$ cat src/rtl/regfile_write_port_if.sv
// Write-request bus into the register-file write engine: valid/ready handshake
// carrying a destination register address and the value to store.
interface regfile_write_port_if #(
  parameter int AW    = 5,
  parameter int WIDTH = 64
);
  logic             wr_valid;
  logic             wr_ready;
  logic [AW-1:0]    wr_addr;
  logic [WIDTH-1:0] wr_data;

  modport master (output wr_valid, output wr_addr, output wr_data, input  wr_ready);
  modport slave  (input  wr_valid, input  wr_addr, input  wr_data, output wr_ready);
endinterface

$ cat src/rtl/regfile_write_port.sv
// Register-file write engine: buffers write requests in an in-order FIFO, issues them
// as a registered one-hot write enable plus data, and flags pending-write hazards.
module regfile_write_port #(
  parameter int WIDTH    = 64,
  parameter int NREG     = 32,
  parameter int AW       = 5,
  parameter int DEPTH    = 2,
  parameter int ZERO_REG = 31
) (
  input  logic                         clk,
  input  logic                         reset,
  regfile_write_port_if.slave          wr,
  input  logic                         bank_stall,
  output logic [NREG-1:0]              we,
  output logic [WIDTH-1:0]             wdata,
  input  logic [AW-1:0]                rd_addr,
  output logic                         pend_hit,
  output logic [$clog2(DEPTH+1)-1:0]   count
);
  localparam int PW = (DEPTH > 1) ? $clog2(DEPTH) : 1;
  localparam int CW = $clog2(DEPTH + 1);

  logic [AW-1:0]    addr_mem_r [DEPTH];
  logic [WIDTH-1:0] data_mem_r [DEPTH];
  logic [DEPTH-1:0] occ_r;
  logic [PW-1:0]    head_r;
  logic [PW-1:0]    tail_r;
  logic [CW-1:0]    count_r;
  logic [NREG-1:0]  we_r;
  logic [WIDTH-1:0] wdata_r;

  logic ready_s;
  logic push_s;
  logic pop_s;
  logic hit_s;

  // Requests to the zero register or beyond the bank are consumed without being stored.
  function automatic logic addr_writable(input logic [AW-1:0] a);
    return (int'(a) != ZERO_REG) && (int'(a) < NREG);
  endfunction

  // Explicit wrap keeps non-power-of-2 depths seamless.
  function automatic logic [PW-1:0] ptr_next(input logic [PW-1:0] p);
    logic [PW-1:0] n;
    if (p == PW'(DEPTH - 1)) begin
      n = '0;
    end else begin
      n = p + PW'(1);
    end
    return n;
  endfunction

  // Handshake and FIFO push/pop decisions; ready looks only at the stored occupancy.
  always_comb begin
    ready_s = (count_r != CW'(DEPTH));
    push_s  = wr.wr_valid && ready_s && addr_writable(wr.wr_addr);
    pop_s   = (count_r != CW'(0)) && !bank_stall;
  end

  // Hazard lookup over buffered entries and the write being committed this cycle.
  always_comb begin
    hit_s = 1'b0;
    for (int i = 0; i < DEPTH; i++) begin
      hit_s = hit_s | (occ_r[i] & (addr_mem_r[i] == rd_addr));
    end
    for (int j = 0; j < NREG; j++) begin
      hit_s = hit_s | (we_r[j] & (int'(rd_addr) == j));
    end
    pend_hit = hit_s & (int'(rd_addr) != ZERO_REG);
  end

  // FIFO storage, pointers, occupancy and the registered write-enable/data outputs.
  always_ff @(posedge clk or negedge reset) begin
    if (!reset) begin
      head_r  <= '0;
      tail_r  <= '0;
      count_r <= '0;
      occ_r   <= '0;
      we_r    <= '0;
      wdata_r <= '0;
      for (int i = 0; i < DEPTH; i++) begin
        addr_mem_r[i] <= '0;
        data_mem_r[i] <= '0;
      end
    end else begin
      if (push_s) begin
        addr_mem_r[tail_r] <= wr.wr_addr;
        data_mem_r[tail_r] <= wr.wr_data;
        occ_r[tail_r]      <= 1'b1;
        tail_r             <= ptr_next(tail_r);
      end else begin
        tail_r <= tail_r;
      end
      if (pop_s) begin
        occ_r[head_r] <= 1'b0;
        head_r        <= ptr_next(head_r);
        we_r          <= {{(NREG-1){1'b0}}, 1'b1} << addr_mem_r[head_r];
        wdata_r       <= data_mem_r[head_r];
      end else begin
        we_r    <= '0;
        wdata_r <= wdata_r;
      end
      case ({push_s, pop_s})
        2'b10:   count_r <= count_r + CW'(1);
        2'b01:   count_r <= count_r - CW'(1);
        default: count_r <= count_r;
      endcase
    end
  end

  assign wr.wr_ready = ready_s;
  assign we          = we_r;
  assign wdata       = wdata_r;
  assign count       = count_r;
endmodule

$ cat src/flat_wrapper.sv
// flat-port wrapper written by rule: the top's interface ports become plain ports
module regfile_write_port_flat 
#(
  parameter int WIDTH    = 64,
  parameter int NREG     = 32,
  parameter int AW       = 5,
  parameter int DEPTH    = 2,
  parameter int ZERO_REG = 31
)
  (clk, reset, bank_stall, we, wdata, rd_addr, pend_hit, count, wr_wr_valid, wr_wr_addr, wr_wr_data, wr_wr_ready);
  regfile_write_port_if #(.AW(AW), .WIDTH(WIDTH)) wr_i ();
  input  logic clk;
  input  logic reset;
  input  logic bank_stall;
  output logic [NREG-1:0] we;
  output logic [WIDTH-1:0] wdata;
  input  logic [AW-1:0] rd_addr;
  output logic pend_hit;
  output logic [$clog2(DEPTH+1)-1:0] count;
  input wire logic [$bits(wr_i.wr_valid)-1:0] wr_wr_valid;
  input wire logic [$bits(wr_i.wr_addr)-1:0] wr_wr_addr;
  input wire logic [$bits(wr_i.wr_data)-1:0] wr_wr_data;
  output wire logic [$bits(wr_i.wr_ready)-1:0] wr_wr_ready;
  assign wr_i.wr_valid = wr_wr_valid;
  assign wr_i.wr_addr = wr_wr_addr;
  assign wr_i.wr_data = wr_wr_data;
  assign wr_wr_ready = wr_i.wr_ready;
  regfile_write_port #(.WIDTH(WIDTH), .NREG(NREG), .AW(AW), .DEPTH(DEPTH), .ZERO_REG(ZERO_REG)) u_core (.clk(clk), .reset(reset), .wr(wr_i), .bank_stall(bank_stall), .we(we), .wdata(wdata), .rd_addr(rd_addr), .pend_hit(pend_hit), .count(count));
endmodule
$ cat config.mk
export PLATFORM = sky130hd
export DESIGN_NAME = regfile_write_port_flat
export DESIGN_NICKNAME = d
export VERILOG_FILES = /design/src/rtl/regfile_write_port_if.sv /design/src/rtl/regfile_write_port.sv /design/src/flat_wrapper.sv
export SDC_FILE = /design/constraint.sdc
export NUM_CORES = 1
export LEC_CHECK = 0
export CAP_MARGIN = 20
export CELL_PAD_IN_SITES_DETAIL_PLACEMENT = 0
export CELL_PAD_IN_SITES_GLOBAL_PLACEMENT = 1
export CORE_MARGIN = 4
export CORE_UTILIZATION = 30
export DETAILED_ROUTE_END_ITERATION = 8
export GPL_ROUTABILITY_DRIVEN = 0
export PLACE_DENSITY_LB_ADDON = 0.1
export REMOVE_ABC_BUFFERS = 1
export SETUP_SLACK_MARGIN = 0.2
export SLEW_MARGIN = 20
export SYNTH_ARGS = -nofsm -noshare
export SYNTH_HDL_FRONTEND = slang
export SYNTH_SLANG_ARGS = --single-unit
$ cat constraint.sdc
create_clock -name clk -period 1.69 [get_ports clk]
set_input_delay 0.169 -clock clk [delete_from_list [all_inputs] [get_ports clk]]
set_output_delay 0.169 -clock clk [all_outputs]
set_load 0.02 [all_outputs]
* Yosys cells after proc, flatten, opt, wreduce, memory -nomap -nowiden
Cells that the tools add are included.
** Operators by class
- Add/subtract/negate cells :: 4
- Magnitude comparators :: 7
- Equality and inequality tests :: 38
- Shifts and indexed selects :: 1
- Multiplexer cells :: 22
- Bitwise gates (word level) :: 73
- Reduce and logical (&&, ||, !) cells :: 10
** Operators with widths (count)
- two-way mux 64 bit :: 4
- bitwise mux 128 bit :: 1
- equality test 5 bit, second input constant :: 16
- demux 64 bit (select 1 bit) :: 1
- equality test 5 x 4 -> 1 bit, second input constant :: 8
- AND 1 bit :: 35
- OR 1 bit :: 33
- two-way mux 32 bit :: 1
- left shift 1 x 5 -> 32 bit, first input constant :: 1
- equality test 5 x 3 -> 1 bit, second input constant :: 4
- two-way mux 5 bit :: 4
- bitwise mux 10 bit :: 1
- equality test 5 x 2 -> 1 bit, second input constant :: 2
- equality test 5 bit :: 2
- != test 5 x 1 -> 1 bit, second input constant :: 2
- logical AND 1 bit :: 6
- demux 5 bit (select 1 bit) :: 1
- equality test 5 x 1 -> 1 bit, second input constant :: 1
- zero test 5 bit :: 1
- greater-or-equal comparator 2 bit, second input constant :: 2
- < comparator 1 x 2 -> 1 bit, second input constant :: 2
- two-way mux 1 bit :: 4
- two-way mux 2 bit :: 2
- NOT 1 -> 2 bit :: 2
- other kinds (15) :: 19
** Word-level totals
- Register bits after elaboration :: 240
- Input port bits :: 78
- Output and inout bits :: 100
- Logic and storage cells :: 165

* Longest topological paths before layout
Gate-level depths: netlist of run 1.
- Word-level depth :: 36
- Mapped depth :: 8

* Worst setup path before layout of run 1
OpenSTA, ideal clock, no wires.
- Kind :: flip-flop to flip-flop
- Start point :: register u_core.count_r[0] (netlist: u_core.count[0])
- End point :: register u_core.data_mem_r[121] in the netlist's numbering
- Arrival :: 1629 ps
- Data required time :: 1565 ps
- Slack :: -64 ps
- Stages on the path, launching flop included :: 6
- Buffers on the path :: 1
- Clock period less this slack :: 1754 ps
- Cells stage by stage :: dfrtp_1 -> nand2b_2 -> o211ai_4 -> nor2_4 -> buf_2 -> mux2_2
** On the way
- Word-level cells in the longest chain between the ends :: 3
** Ends and longest elaborated chain
- from (decl) :: RTL line regfile_write_port.sv:28 : logic [CW-1:0] count_r;
- from (signal assigned) :: RTL line regfile_write_port.sv:104 : 2'b10: count_r <= count_r + CW'(1);
- from (signal assigned) :: RTL line regfile_write_port.sv:105 : 2'b01: count_r <= count_r - CW'(1);
- from (signal assigned) :: RTL line regfile_write_port.sv:106 : default: count_r <= count_r;
- != test 2 bit :: RTL line regfile_write_port.sv:55 : ready_s = (count_r != CW'(DEPTH));
- via wr_wr_ready :: RTL line flat_wrapper.sv:23 : output wire logic [$bits(wr_i.wr_ready)-1:0] wr_wr_ready;
- logical AND 1 bit (2 in a row) :: RTL line regfile_write_port.sv:56 : push_s = wr.wr_valid && ready_s && addr_writable(wr.wr_addr);
- to (signal, indexed assignment) :: RTL line regfile_write_port.sv:88 : data_mem_r[tail_r] <= wr.wr_data;
- to (decl) :: RTL line regfile_write_port.sv:24 : logic [WIDTH-1:0] data_mem_r [DEPTH];
The timed path passes the listed nets, and every way through them passes these cells.
A chain may end at the register's enable or synchronous reset.

* Worst setup path after layout of run 1
- Start point :: register u_core.we_r[27] (netlist: u_core.we[27])
- End point :: output port pend_hit
** On the way
- Word-level cells in the longest chain between the ends :: 7
** Ends and longest elaborated chain
- from (decl) :: RTL line regfile_write_port.sv:29 : logic [NREG-1:0] we_r;
- from (signal assigned) :: RTL line regfile_write_port.sv:97 : we_r <= {{(NREG-1){1'b0}}, 1'b1} << addr_mem_r[head_r];
- AND 1 bit :: RTL line regfile_write_port.sv:67 : hit_s = hit_s | (we_r[j] & (int'(rd_addr) == j));
- OR 1 bit (5 in a row) :: RTL line regfile_write_port.sv:67
- AND 1 bit :: RTL line regfile_write_port.sv:69 : pend_hit = hit_s & (int'(rd_addr) != ZERO_REG);
- to (decl) :: RTL line flat_wrapper.sv:18 : output logic pend_hit;
No other way between the ends.

==> results of run 1 <==
## registers in the layout, summed over array words and instances (netlist names)
register and count:
u_core.tail_r 1, u_core.count 2, u_core.wdata 64, u_core.occ_r 2
u_core.head_r 1, u_core.data_mem_r 128, u_core.addr_mem_r 10, u_core.we 32
## cells in the mapped netlist, types with 2 or more instances
library cell,n
nand2b_1,6
xnor2_1,6
nor2_1,45
clkbuf_1,16
mux2_1,3
a32oi_1,2
buf_6,3
a31oi_1,3
buf_2,10
dfrtp_1,240
xor2_1,9
o32a_1,2
nand3b_1,4
nor3_1,2
o21ai_1,3
inv_1,7
nand3_1,7
mux2i_1,69
nor3b_1,2
buf_4,17
nand2_1,74
or3_4,2
mux2_2,135
nor4_1,2
a21oi_1,11
o21ai_0,69
mux4_2,2
## area by class of cell
| type | count | area, um2 | area share |
|---|---|---|---|
| flip-flops and latches | 240 | 6010 | 0.373 |
| multi-input cells | 475 | 4720 | 0.293 |
| repair buffers | 338 | 3740 | 0.232 |
| clock buffers | 38 | 810 | 0.0503 |
| well taps | 442 | 553 | 0.0344 |
| clock inverters | 13 | 230 | 0.0143 |
| inverters | 8 | 32.5 | 0.00202 |
## metrics by stage
step	std cells	hold WS, ps	setup TNS, ps	power (mW)	setup slack, ps
6_report	1554	163	-522	31.8	-522
2_1_floorplan	723	-127	-259800	15.4	-2000
5_1_grt	1554	193	-687	33.6	-678
3_3_place_gp	1438	138	-38480	20.2	-938
4_1_cts	1529	163	-560	30.3	-560
3_5_place_dp	1438	137	-39260	20.4	-932
## per-layer routing
metal | wire length [um] | part of all wire
met1 | 13900 | 0.46
met2 | 14700 | 0.48
met3 | 1480 | 0.048
met4 | 437 | 0.014
met5 | 27 | 0.00089
## logic make-up (layout without fill, tap and decap cells)
kind of cell / Yosys count / in the layout
buffers and inverters: 54 / 397
xor gates and xnor gates: 15 / 15
and+or+nand+nor: 154 / 154
muxes: 209 / 209
AOI/OAI and AO/OA: 96 / 96
DFF: 240 / 240
adders and majority gates: 1 / 1
## how the worst min path moves through the flow
stage / start / end / depth (start not counted) / slack (ps)
after floorplan: reset / u_core.addr_mem_r[0]$_DFFE_PN0P_ / 0 / -130
after global placement: reset / u_core.wdata[51]$_DFFE_PN0P_ / 1 / 140
after detailed placement: reset / u_core.wdata[51]$_DFFE_PN0P_ / 1 / 140
after CTS: reset / u_core.wdata[51]$_DFFE_PN0P_ / 2 / 160
after global routing: reset / u_core.wdata[51]$_DFFE_PN0P_ / 2 / 190
final: reset / u_core.wdata[51]$_DFFE_PN0P_ / 2 / 160
## power breakdown
part	leakage [nW]	internal (mW)	switching, mW	total [mW]
Combinational	4.34	8.40	6.61	15.0
Sequential	2.93	8.37	1.70	10.1
Clock	0.499	4.26	2.43	6.69
Total	7.77	21.0	10.7	31.8
## timing repair
action | in CTS | in global routing
buffers inserted | 24 | 14
gates resized for setup | 481 | 176
endpoints found under the setup margin | 252 | 267
gates cloned | 15 | 11
hold buffers | 1 | 0
hold endpoints to repair | 224 | 0
pin swaps | 47 | 45
==> metrics.txt, run 1 <==
CTS Buf Count 28; RR Endpoint u_core.data_mem_r[81]$_DFFE_PN0P_; mux cell area share after synthesis 0.230; #FFs+latches synth 240; path depth of the worst reg2reg path 7; met1 Usage GRT 0.214; Die Span Y around 190 um; clk_skew 12.7 ps; power per cell area 1970 mW/mm2; Post-Synth XOR/XNOR Area 0.0132; top cells by area, synth dfrtp_1, mux2_2, mux2i_1; Critical Path Stages 7; post-synthesis sequential area ratio 0.603; initial antenna violation count 2; maximum clock rate 452 MHz; Fillers 2954; area share of fa/ha/maj cells after synthesis 0.00126; cell count after synthesis slightly below 800; largest net degree at the start of global routing 66; via count ~7100; r2r setup slk 50 ps; Setup CP Type reg2out; Longest Clk Path Bufs 3; routed wire length per instance 19.6 um; final hold vios 0; initial DRC count 263; DIE AREA about 0.036 mm2; post-synth top area share 0.603; crit-path cells mux4_2 -> nor2b_1 -> o21ai_1 -> o21ai_1 -> a21oi_1 -> o21ai_1 -> buf_4; Initial Util 0.305; area of the core around 0.033 mm2; period utilisation layout 1.31; Post-Route WL 30500 um; Root Buffer clkbuf_16; Slew headroom 0.682; LEAKAGE 7.77 nW; commonest non-fill, non-tap cell in the layout dfrtp_1; CP delay by family, top multiplexers; DP HPWL ~17000 um; Synth Area in Compound Gates 0.0536; largest family of logic cells by synthesized area multiplexers; synthesized cell area around 0.010 mm2; Hold Path Class in2async; Placed Area 0.0129 mm2; clk sink count 240; RSZ-0062 raised after global routing true; Final Setup Violations 1; gr busiest metal met2; row count 66; Tmin final 2210 ps; area share of and/or/nand/nor cells after synthesis 0.0688; met3 Use GR 0.0333; first-pass GRT wire length roughly 44000 um; worst setup path start u_core.we[27]$_DFF_PN0_; Worst VDD drop 0.000929 V; GRT Overall Usage 0.153; Max stage delay on crit path 450 ps; Final ANT Viol Nets 0; number of diodes 0; CP arrival 2040 ps; slack of the critical path -522 ps; clock latency on the worst-skew pair 530 ps; Most used DFF post-synth dfrtp_1; Crit path top cell by count o21ai_1; critical path endpoint pend_hit; Max Cap Viol 0; WP buf/inv 1; CP Data Required Time 1520 ps; via-per-instance ratio 4.56; status complete, but fails checks; failing checks negative setup slack; met2 usage 0.250; fin nets 1170; CP Capture Type primary output; die width 190 um; EDFF count, synth 0; worst-path maximum fanout 2; Area growth syn-to-layout 61.6%; Ys Warns 0; synth unique cells 45; final global-route overflow total 0; Avg Cell Area, Syn roughly 13 um2; CTS tree built; Port Buffers 177; post-synth top area cell dfrtp_1; Worst setup SP type flop; DR pass1 iterations 4; CTS H-tree lvls 1; vias in the first global route 7406; clock transition at the registers of the reported paths 60 ps; fin util 0.493; most frequent cells in the layout dfrtp_1, mux2_4, buf_4; design area 0.0161 mm2; IO Count 178; Residual DRC 0; layout cells sized above 1 0.455; slowest library cell on the worst path mux4_2; Slew Limit Fails 0; slew of the pin with the lowest slew margin 477 ps; Reg-to-Reg Start u_core.count[1]$_DFFE_PN0P_; FFs w/ async S/R, synth 1.00
Note: power is estimated with default switching activity, not from simulation.
==> inputs of run 2 (changes only) <==
--- a/config.mk
+++ b/config.mk
@@ -10,8 +10,9 @@
 export CELL_PAD_IN_SITES_GLOBAL_PLACEMENT = 1
 export CORE_MARGIN = 4
 export CORE_UTILIZATION = 30
+export CTS_CLUSTER_DIAMETER = 120
 export DETAILED_ROUTE_END_ITERATION = 8
-export GPL_ROUTABILITY_DRIVEN = 0
+export GPL_ROUTABILITY_DRIVEN = 1
 export PLACE_DENSITY_LB_ADDON = 0.1
 export REMOVE_ABC_BUFFERS = 1
 export SETUP_SLACK_MARGIN = 0.2
==> results of run 2 <==
Same layout as run 1: the final DEF is identical, and so are final timing and power.
